## src/rtl/instr_fetch_pkg.sv

```systemverilog
// Shared fetch/control types: fetch FSM states, control states, opcodes.
// Fetch width constant used by the prefetch address sequencer.
package instr_fetch_pkg;

    typedef enum logic [1:0] {
        IDLE,
        FETCH,
        DROP,
        HALT
    } FetchState;

    typedef enum logic [1:0] {
        C_RESET,
        C_DECODE,
        C_EXEC,
        C_WB
    } ControlState;

    typedef enum logic [6:0] {
        OP_LUI    = 7'b0110111,
        OP_AUIPC  = 7'b0010111,
        OP_JAL    = 7'b1101111,
        OP_JALR   = 7'b1100111,
        OP_BRANCH = 7'b1100011,
        OP_LOAD   = 7'b0000011,
        OP_STORE  = 7'b0100011,
        OP_IMM    = 7'b0010011,
        OP_REG    = 7'b0110011
    } OpCode;

    localparam logic [31:0] INSTR_BYTES = 32'd4;

endpackage

```

## src/rtl/instr_fetch_fifo.sv

```systemverilog
// Prefetch FIFO of {pc, word} entries with synchronous flush.
// Storage is reset to zero so the head reads 0 out of reset.
module fetch_fifo #(
    parameter int DEPTH = 2
) (
    input  logic                     clk,
    input  logic                     rst_n,
    input  logic                     push,
    input  logic                     pop,
    input  logic                     flush,
    input  logic [63:0]              wdata,
    output logic [63:0]              rdata,
    output logic [$clog2(DEPTH):0]   count
);

    localparam int AW = $clog2(DEPTH);
    localparam int CW = AW + 1;

    logic [63:0]   mem [DEPTH];
    logic [AW-1:0] wr_ptr;
    logic [AW-1:0] rd_ptr;

    always_ff @(posedge clk or negedge rst_n) begin
        if (!rst_n) begin
            wr_ptr <= '0;
            rd_ptr <= '0;
            count  <= '0;
            for (int i = 0; i < DEPTH; i++) mem[i] <= '0;
        end else if (flush) begin
            wr_ptr <= '0;
            rd_ptr <= '0;
            count  <= '0;
        end else begin
            if (push) begin
                mem[wr_ptr] <= wdata;
                wr_ptr      <= wr_ptr + AW'(1);
            end
            if (pop) rd_ptr <= rd_ptr + AW'(1);
            count <= count + CW'(push) - CW'(pop);
        end
    end

    assign rdata = mem[rd_ptr];

endmodule

```

## src/rtl/instr_fetch.sv

```systemverilog
// Instruction fetch stage: req/ack memory port, prefetch FIFO, redirects.
// Optional misaligned-redirect halt enabled by FETCH_ALIGN_CHECK_EN.
module instr_fetch
    import instr_fetch_pkg::*;
#(
    parameter int          DEPTH    = 2,
    parameter logic [31:0] RESET_PC = 32'h0
) (
    input  logic        clk,
    input  logic        rst_n,
    output logic        mem_req,
    output logic [31:0] mem_addr,
    input  logic        mem_ack,
    input  logic [31:0] mem_rdata,
    output logic        instr_valid,
    input  logic        instr_ready,
    output logic [31:0] instr,
    output logic [31:0] instr_pc,
    input  logic        redirect_valid,
    input  logic [31:0] redirect_pc,
    output logic        fetch_fault
);

    localparam int CW = $clog2(DEPTH) + 1;

    FetchState     state;
    logic [31:0]   req_pc;
    logic [31:0]   pending_pc;
    logic [31:0]   rpc;
    logic [CW-1:0] count;
    logic [63:0]   head;
    logic          misaligned;
    logic          halt_next;
    logic          ack;
    logic          push;
    logic          pop;

`ifdef FETCH_ALIGN_CHECK_EN
    logic fault_q;

    assign rpc        = redirect_pc;
    assign misaligned = |redirect_pc[1:0];

    always_ff @(posedge clk or negedge rst_n) begin
        if (!rst_n)              fault_q <= 1'b0;
        else if (redirect_valid) fault_q <= misaligned;
    end

    assign fetch_fault = fault_q;
`else
    logic unused_low;

    assign rpc         = {redirect_pc[31:2], 2'b00};
    assign misaligned  = 1'b0;
    assign unused_low  = ^redirect_pc[1:0];
    assign fetch_fault = 1'b0;
`endif

    // The newest redirect decides whether a drained DROP ends in HALT.
    assign halt_next = redirect_valid ? misaligned : fetch_fault;

    assign mem_req  = ((state == FETCH) && (count < CW'(DEPTH)))
                   || (state == DROP);
    assign mem_addr = req_pc;
    assign ack      = mem_req && mem_ack;

    assign instr_valid = (count != '0) && !redirect_valid;
    assign pop         = instr_valid && instr_ready;
    assign push        = (state == FETCH) && ack && !redirect_valid;
    assign instr       = head[31:0];
    assign instr_pc    = head[63:32];

    fetch_fifo #(.DEPTH(DEPTH)) u_fifo (
        .clk   (clk),
        .rst_n (rst_n),
        .push  (push),
        .pop   (pop),
        .flush (redirect_valid),
        .wdata ({req_pc, mem_rdata}),
        .rdata (head),
        .count (count)
    );

    always_ff @(posedge clk or negedge rst_n) begin
        if (!rst_n) begin
            state      <= IDLE;
            req_pc     <= RESET_PC;
            pending_pc <= RESET_PC;
        end else begin
            unique case (state)
                IDLE: state <= FETCH;
                FETCH: begin
                    if (redirect_valid) begin
                        if (mem_req && !mem_ack) begin
                            state      <= DROP;
                            pending_pc <= rpc;
                        end else if (misaligned) begin
                            state <= HALT;
                        end else begin
                            req_pc <= rpc;
                        end
                    end else if (ack) begin
                        req_pc <= req_pc + INSTR_BYTES;
                    end
                end
                DROP: begin
                    if (redirect_valid) pending_pc <= rpc;
                    if (mem_ack) begin
                        if (halt_next) begin
                            state <= HALT;
                        end else begin
                            state  <= FETCH;
                            req_pc <= redirect_valid ? rpc : pending_pc;
                        end
                    end
                end
                HALT: begin
                    if (redirect_valid && !misaligned) begin
                        state  <= FETCH;
                        req_pc <= rpc;
                    end
                end
            endcase
        end
    end

endmodule
```

## config.mk

```make
export PLATFORM = sky130hd
export DESIGN_NAME = instr_fetch
export DESIGN_NICKNAME = d
export VERILOG_FILES = /design/src/rtl/instr_fetch_pkg.sv /design/src/rtl/instr_fetch_fifo.sv /design/src/rtl/instr_fetch.sv
export SDC_FILE = /design/constraint.sdc
export NUM_CORES = 1
export LEC_CHECK = 0
export CORE_AREA = 5 5 113 168
export DETAILED_ROUTE_END_ITERATION = 16
export DIE_AREA = 0 0 118 173
export PLACE_DENSITY = 0.84
export SYNTH_ARGS = -nofsm -noshare
export SYNTH_HDL_FRONTEND = slang
export SYNTH_SLANG_ARGS = --single-unit
```

## constraint.sdc

```tcl
create_clock -name clk -period 3.6 [get_ports clk]
set_input_delay 0.54 -clock clk [delete_from_list [all_inputs] [get_ports clk]]
set_output_delay 0.54 -clock clk [all_outputs]
set_load 0.005 [all_outputs]
```

### Yosys cells after proc, flatten, opt, wreduce, memory -nomap -nowiden

Cells that the tools add are included.

| storage, ports and cells | value |
|---|---|
| latch bits | 0 |
| flip-flop bits (word level) | 198 |
| word-level logic and storage cells | 76 |
| input port bits | 69 |
| bits in writable memories | 0 |
| output and inout bits | 99 |
| memories | 0 |
| bits in read-only memories | 0 |

| operators by class | value |
|---|---|
| bitwise gates (word level) | 3 |
| eq/ne operators | 9 |
| $add $sub $neg | 5 |
| shift operators | 0 |
| multiplexer cells | 26 |
| divide/modulo/power cells | 0 |
| order comparisons | 4 |
| reduce and logical (&&, ||, !) cells | 21 |
| multiply operators | 0 |

Operators with widths:

| kind | count |
|---|---|
| 32-bit 2-to-1 mux | 8 |
| 64-bit 2-to-1 mux | 4 |
| 128-bit bitwise mux | 1 |
| 32-bit one-hot mux with 3 select lines | 1 |
| 64-bit demux with 1-bit select | 1 |
| 32-bit one-hot mux with 2 select lines | 1 |
| 32-bit by 3-bit adder with 32-bit output, second input constant | 1 |
| 2-bit 2-to-1 mux | 5 |
| 1-bit logical AND | 8 |
| 2-bit one-hot mux with 4 select lines | 1 |
| 2-bit nonzero test | 4 |
| 2-bit != test, second input constant | 3 |
| 3-bit != test, second input constant | 2 |
| 5-bit AND reduction | 1 |
| 2-bit == test, second input constant | 2 |
| 2-bit greater-or-equal comparator, second input constant | 2 |
| 1-bit 2-to-1 mux | 4 |
| 1-bit NOT with 2-bit output | 2 |
| 4-bit AND reduction | 1 |
| 3-bit AND reduction | 1 |
| 3-bit nonzero test | 1 |
| 1-bit adder, second input constant | 2 |
| 2-bit by 1-bit adder with 2-bit output | 1 |
| 2-bit by 1-bit == test with 1-bit output, second input constant | 1 |
| 9 further kinds | 10 |

### Depth between registers and ports, before layout

| depth | value |
|---|---|
| depth in word-level cells | 9 |
| gate-level depth with buffers | 10 |
| depth with buffers taken out | 9 |

### Hierarchy

From an unflattened synthesis, not the netlist that was laid out.

| unflattened totals | value |
|---|---|
| cells, all modules | 762 |
| area total of the unflattened synthesis | 10023.4 sq um |

By module, submodules not included:

| module | sequential area each (sq um) | times used | area each (sq um) | cells an instance |
|---|---|---|---|---|
| fetch_fifo | 3303.2 | 1 | 6138.4 | 358 |
| instr_fetch | 1651.6 | 1 | 3885.0 | 404 |

### Worst setup path after synthesis

No wires, ideal clock.

| timing path | value |
|---|---|
| kind | register -> register |
| from | reg req_pc[11], in the netlist mem_addr[11] |
| to | reg req_pc[31], in the netlist mem_addr[31] |
| required time | 3.476 ns |
| path slack | 1.330 ns |
| clock period less this slack | 2.270 ns |
| library setup time | 0.124 ns |
| data arrival time | 2.146 ns |
| stages on the path, launching flop included | 8 |
| path buffers | 2 |
| path through | dfrtp_1 > buf_2 > nand4_4 > or4_4 > buf_6 > nor4_4 > mux2_1 > a211o_1 |

| on the way | value |
|---|---|
| word-level cells in the longest chain between the ends | 4 |

RTL lines:

| element | line | text |
|---|---|---|
| from (decl) | instr_fetch.sv:27 | `logic [31:0] req_pc;` |
| from (signal assigned) | instr_fetch.sv:100 | `req_pc <= rpc;` |
| from (signal assigned) | instr_fetch.sv:103 | `req_pc <= req_pc + INSTR_BYTES;` |
| from (signal assigned) | instr_fetch.sv:113 | `req_pc <= redirect_valid ? rpc : pending_pc;` |
| 32-bit by 3-bit adder with 32-bit output | instr_fetch.sv:103 |  |
| 32-bit 2-to-1 mux | instr_fetch.sv:102 | `end else if (ack) begin` |
| 32-bit 2-to-1 mux | instr_fetch.sv:93 | `if (redirect_valid) begin` |
| 32-bit one-hot mux with 3 select lines | instr_fetch.sv:90 | `unique case (state)` |

No other way between the ends. The select of a mux whose other input is x is not followed.
A chain may end at the register's enable or synchronous reset.

### Final worst setup path

| timing path | value |
|---|---|
| from | in redirect_valid |
| to | out instr_valid |

| on the way | value |
|---|---|
| word-level cells in the longest chain between the ends | 2 |

RTL lines:

| element | line | text |
|---|---|---|
| from (decl) | instr_fetch.sv:19 | `input logic redirect_valid,` |
| 1-bit logical NOT | instr_fetch.sv:67 | `assign instr_valid = (count != '0) && !redirect_valid;` |
| 1-bit logical AND | instr_fetch.sv:67 |  |
| to (decl) | instr_fetch.sv:15 | `output logic instr_valid,` |

No other way between the ends.

==> out/qor.yml <==
clock_network:
  clk_pin_slew_worst_paths_ns: 0.07
  cts_resized: 0
  postCtsSetupBuffers: 0
  cts_buffer_depth: 2
  cts_tree: "built"
  h-tree-depth: 4
  ctsHoldBuffers: 0
  cts_buffers: 17
  cts_sinks: 198
  clockRootBuffer: "clkbuf_16"
  insertion_delay_ns: 0.44
timing:
  fin_tns_setup_ns: 0
  worst_pin_slew_ns: 0.951
  finalCriticalPeriod_ns: 2.79
  setup_viol: 0
  rsz0062_at_grt: "no"
  drv_slew: 0
  fin_crit_sh_pct: 77.4
  fmaxAchievable_ghz: 0.359
  finClkSkew_ns: 0.0124
  relSlewSlack_pct: 36.0
  hold_viol: 0
floorplan:
  fp.dieW_um: 118
  die_h_um: 173
  die_area_um2: 20400
  rows: 59
  start_util_pct: 55.8
  core_um2: 17300
  io_pins: 168
detailed_routing:
  antenna_left: 0
  drt_wl_total_um: 22900
  drtPass1Iterations: 5
  drc: 0
  via_count: 6805
  via_per_inst: 5.98
  drt-wirelength-per-cell_um: 20.2
  first_iter_violations: 584
grt:
  grt_first_pass_wirelength_um: 37100
  grt_pass1_vias: 6892
  overflow: 0
  grt_max_degree: 83
  grt_usage_pct: 22.4
  grt_antenna_before_repair: 0
synthesis:
  synthTopCellsByArea: "dfrtp_1, mux2_2, a22o_1"
  ys_async_sr_fraction_pct: 100
  synth_ff_type: "dfrtp_1"
  syn_inst: 761
  netlist.area_leader.share_pct: 51.4
  synth_seq_cells: 198
  synth_cell_type_count: 67
  ys.warnings.count: 0
  yosysSeqAreaShare_pct: 51.4
  post_synth.cell_area_avg_um2: 12.7
  synth_top_cell_by_area: "dfrtp_1"
  synth_area_um2: 9640
  synth_edf_count: 0
  synthesis.nets: 833
layout:
  final_cells: 1138
  area_growth_pct: 25.0
  antenna_cells: 0
  drive_gt1_share_pct: 31.6
  design_area_um2: 12000
  final_util_pct: 69.8
  nNetsFinal: 984
min_path:
  hold_class: "primary input to asynchronous set/reset pin"
place:
  place_inst: 1106
  post-dp-hpwl_um: 16000
  io_buffers: 164
  place_congestion: 0.840
  placed_area_um2: 11500
worst_setup_path:
  end_kind: "output pin"
  path_max_fanout: 25
  crit_arrival_ns: 2.25
  path_class: "primary input to output pin"
  required_ns: 3.06
  crit_path_start_kind: "primary input"
power:
  irDropWorstVdd_mv: 0.584
  p_per_area_nw_per_um2: 869
  leakagePower_nw: 5.06
  total_power_mw: 10.5
flow_run:
  drv_cap: 0
run_status:
  outcome: "complete, no violations"
==> flip-flops by register name (all words and copies together), names as in the netlist <==
name and count:
u_fifo.wr_ptr 1, u_fifo.rd_ptr 1, u_fifo.count 2, pending_pc 32, u_fifo.mem 128, mem_addr 32, state 2
==> through the flow <==
| stage | worst slack, ns | hold WS, ns |
|---|---|---|
| finish | 0.814 | 0.0801 |
| global route | 0.697 | 0.139 |
| CTS | 0.822 | 0.110 |
| detailed placement | 0.470 | 0.471 |
| global placement | 0.506 | 0.463 |
| floorplan | 1.33 | 0.244 |
==> cell families after synthesis <==
group,after synthesis,share of synthesized area [%]
AOI/OAI and AO/OA,138,10.3
xor gates and xnor gates,8,0.727
adders and majority gates,3,0.389
buffers and inverters,63,3.33
DFF,198,51.4
muxes,230,26.8
other,1,0.0389
and+or+nand+nor,120,7.02
==> area by class of cell <==
cell class | count | area, um2
fill | 1278 | 5230
sequential | 198 | 4960
multi-input combinational | 500 | 4370
timing repair buffer | 185 | 1840
clock buffer | 18 | 439
tap | 213 | 267
clock inverter | 14 | 143
inverter | 10 | 37.5
==> final timing paths <==
path | startpoint | cells after the start | end | slack [ns]
max | redirect_valid | 4 | instr_valid | 0.81
min | rst_n | 1 | u_fifo.mem[35] | 0.08
max reg2reg | state[0] | 7 | u_fifo.mem[56] | 0.97
min reg2reg | u_fifo.mem[75] | 1 | u_fifo.mem[75] | 0.49
max in group asynchronous | rst_n | 2 | pending_pc[0] | 2.55
min in group clk | u_fifo.mem[75] | 1 | u_fifo.mem[75] | 0.49
==> power breakdown <==
group	switching [mW]	total (mW)	internal [mW]
registers	0.837	4.11	3.27
clock network	0.869	1.86	0.991
logic	1.73	4.51	2.78
total	3.43	10.5	7.04
==> routing by layer <==
layer,wire [um],share of wire (%),track usage [%]
met5,0,0,0
met4,774,3.4,9.80
met3,1170,5.1,4.28
met2,11700,51,37.8
met1,9290,40,28.0
==> critical path, stage by stage <==
cell             delay, ns
clkdlybuf4s50_1       0.72
buf_4                 0.38
nor2_1                0.11
clkdlybuf4s50_1       0.49
==> synth_stat cells, types with 3 or more instances <==
library cell / n
nor2_1: 26
inv_1: 7
dfrtp_1: 198
o21ai_0: 28
nand4_1: 6
xnor2_1: 4
nor4_1: 5
buf_1: 3
xor2_1: 4
and3_1: 6
o22ai_1: 9
or2_2: 4
a22o_1: 26
o2bb2ai_1: 6
a22oi_1: 5
clkbuf_1: 26
a21o_1: 3
nor3_1: 8
a31oi_1: 6
mux2_1: 10
nand2_1: 33
a221oi_1: 7
nand3_1: 9
mux2i_1: 3
ha_1: 3
mux2_2: 217
a21oi_1: 18
o31ai_1: 5
buf_2: 13
a2bb2oi_1: 6
buf_6: 7
and2_1: 3
==> cells in the final DEF, fill, tap and decap left out, types with 3 or more instances in the layout <==
master           netlist  final
mux2_2               217    217
dfrtp_1              198    197
clkdlybuf4s50_1        0    163
nand2_1               33     33
o21ai_0               28     28
a22o_1                26     26
nor2_1                26     26
a21oi_1               18     18
buf_4                  1     18
clkbuf_16              0     17
mux2_1                10     10
o22ai_1                9      9
nand3_1                9      9
nor3_1                 8      8
a221oi_1               7      7
inv_1                  7      7
a31oi_1                6      6
a2bb2oi_1              6      6
nand4_1                6      6
and3_1                 6      6
o2bb2ai_1              6      6
a22oi_1                5      5
o31ai_1                5      5
nor4_1                 5      5
clkinvlp_4             0      5
xor2_1                 4      4
xnor2_1                4      4
or2_2                  4      4
a21o_1                 3      3
mux2i_1                3      3
and2_1                 3      3
ha_1                   3      3
clkinv_4               0      3
inv_6                  0      3
buf_12                 0      3
Power figures use the tool's default switching activity.
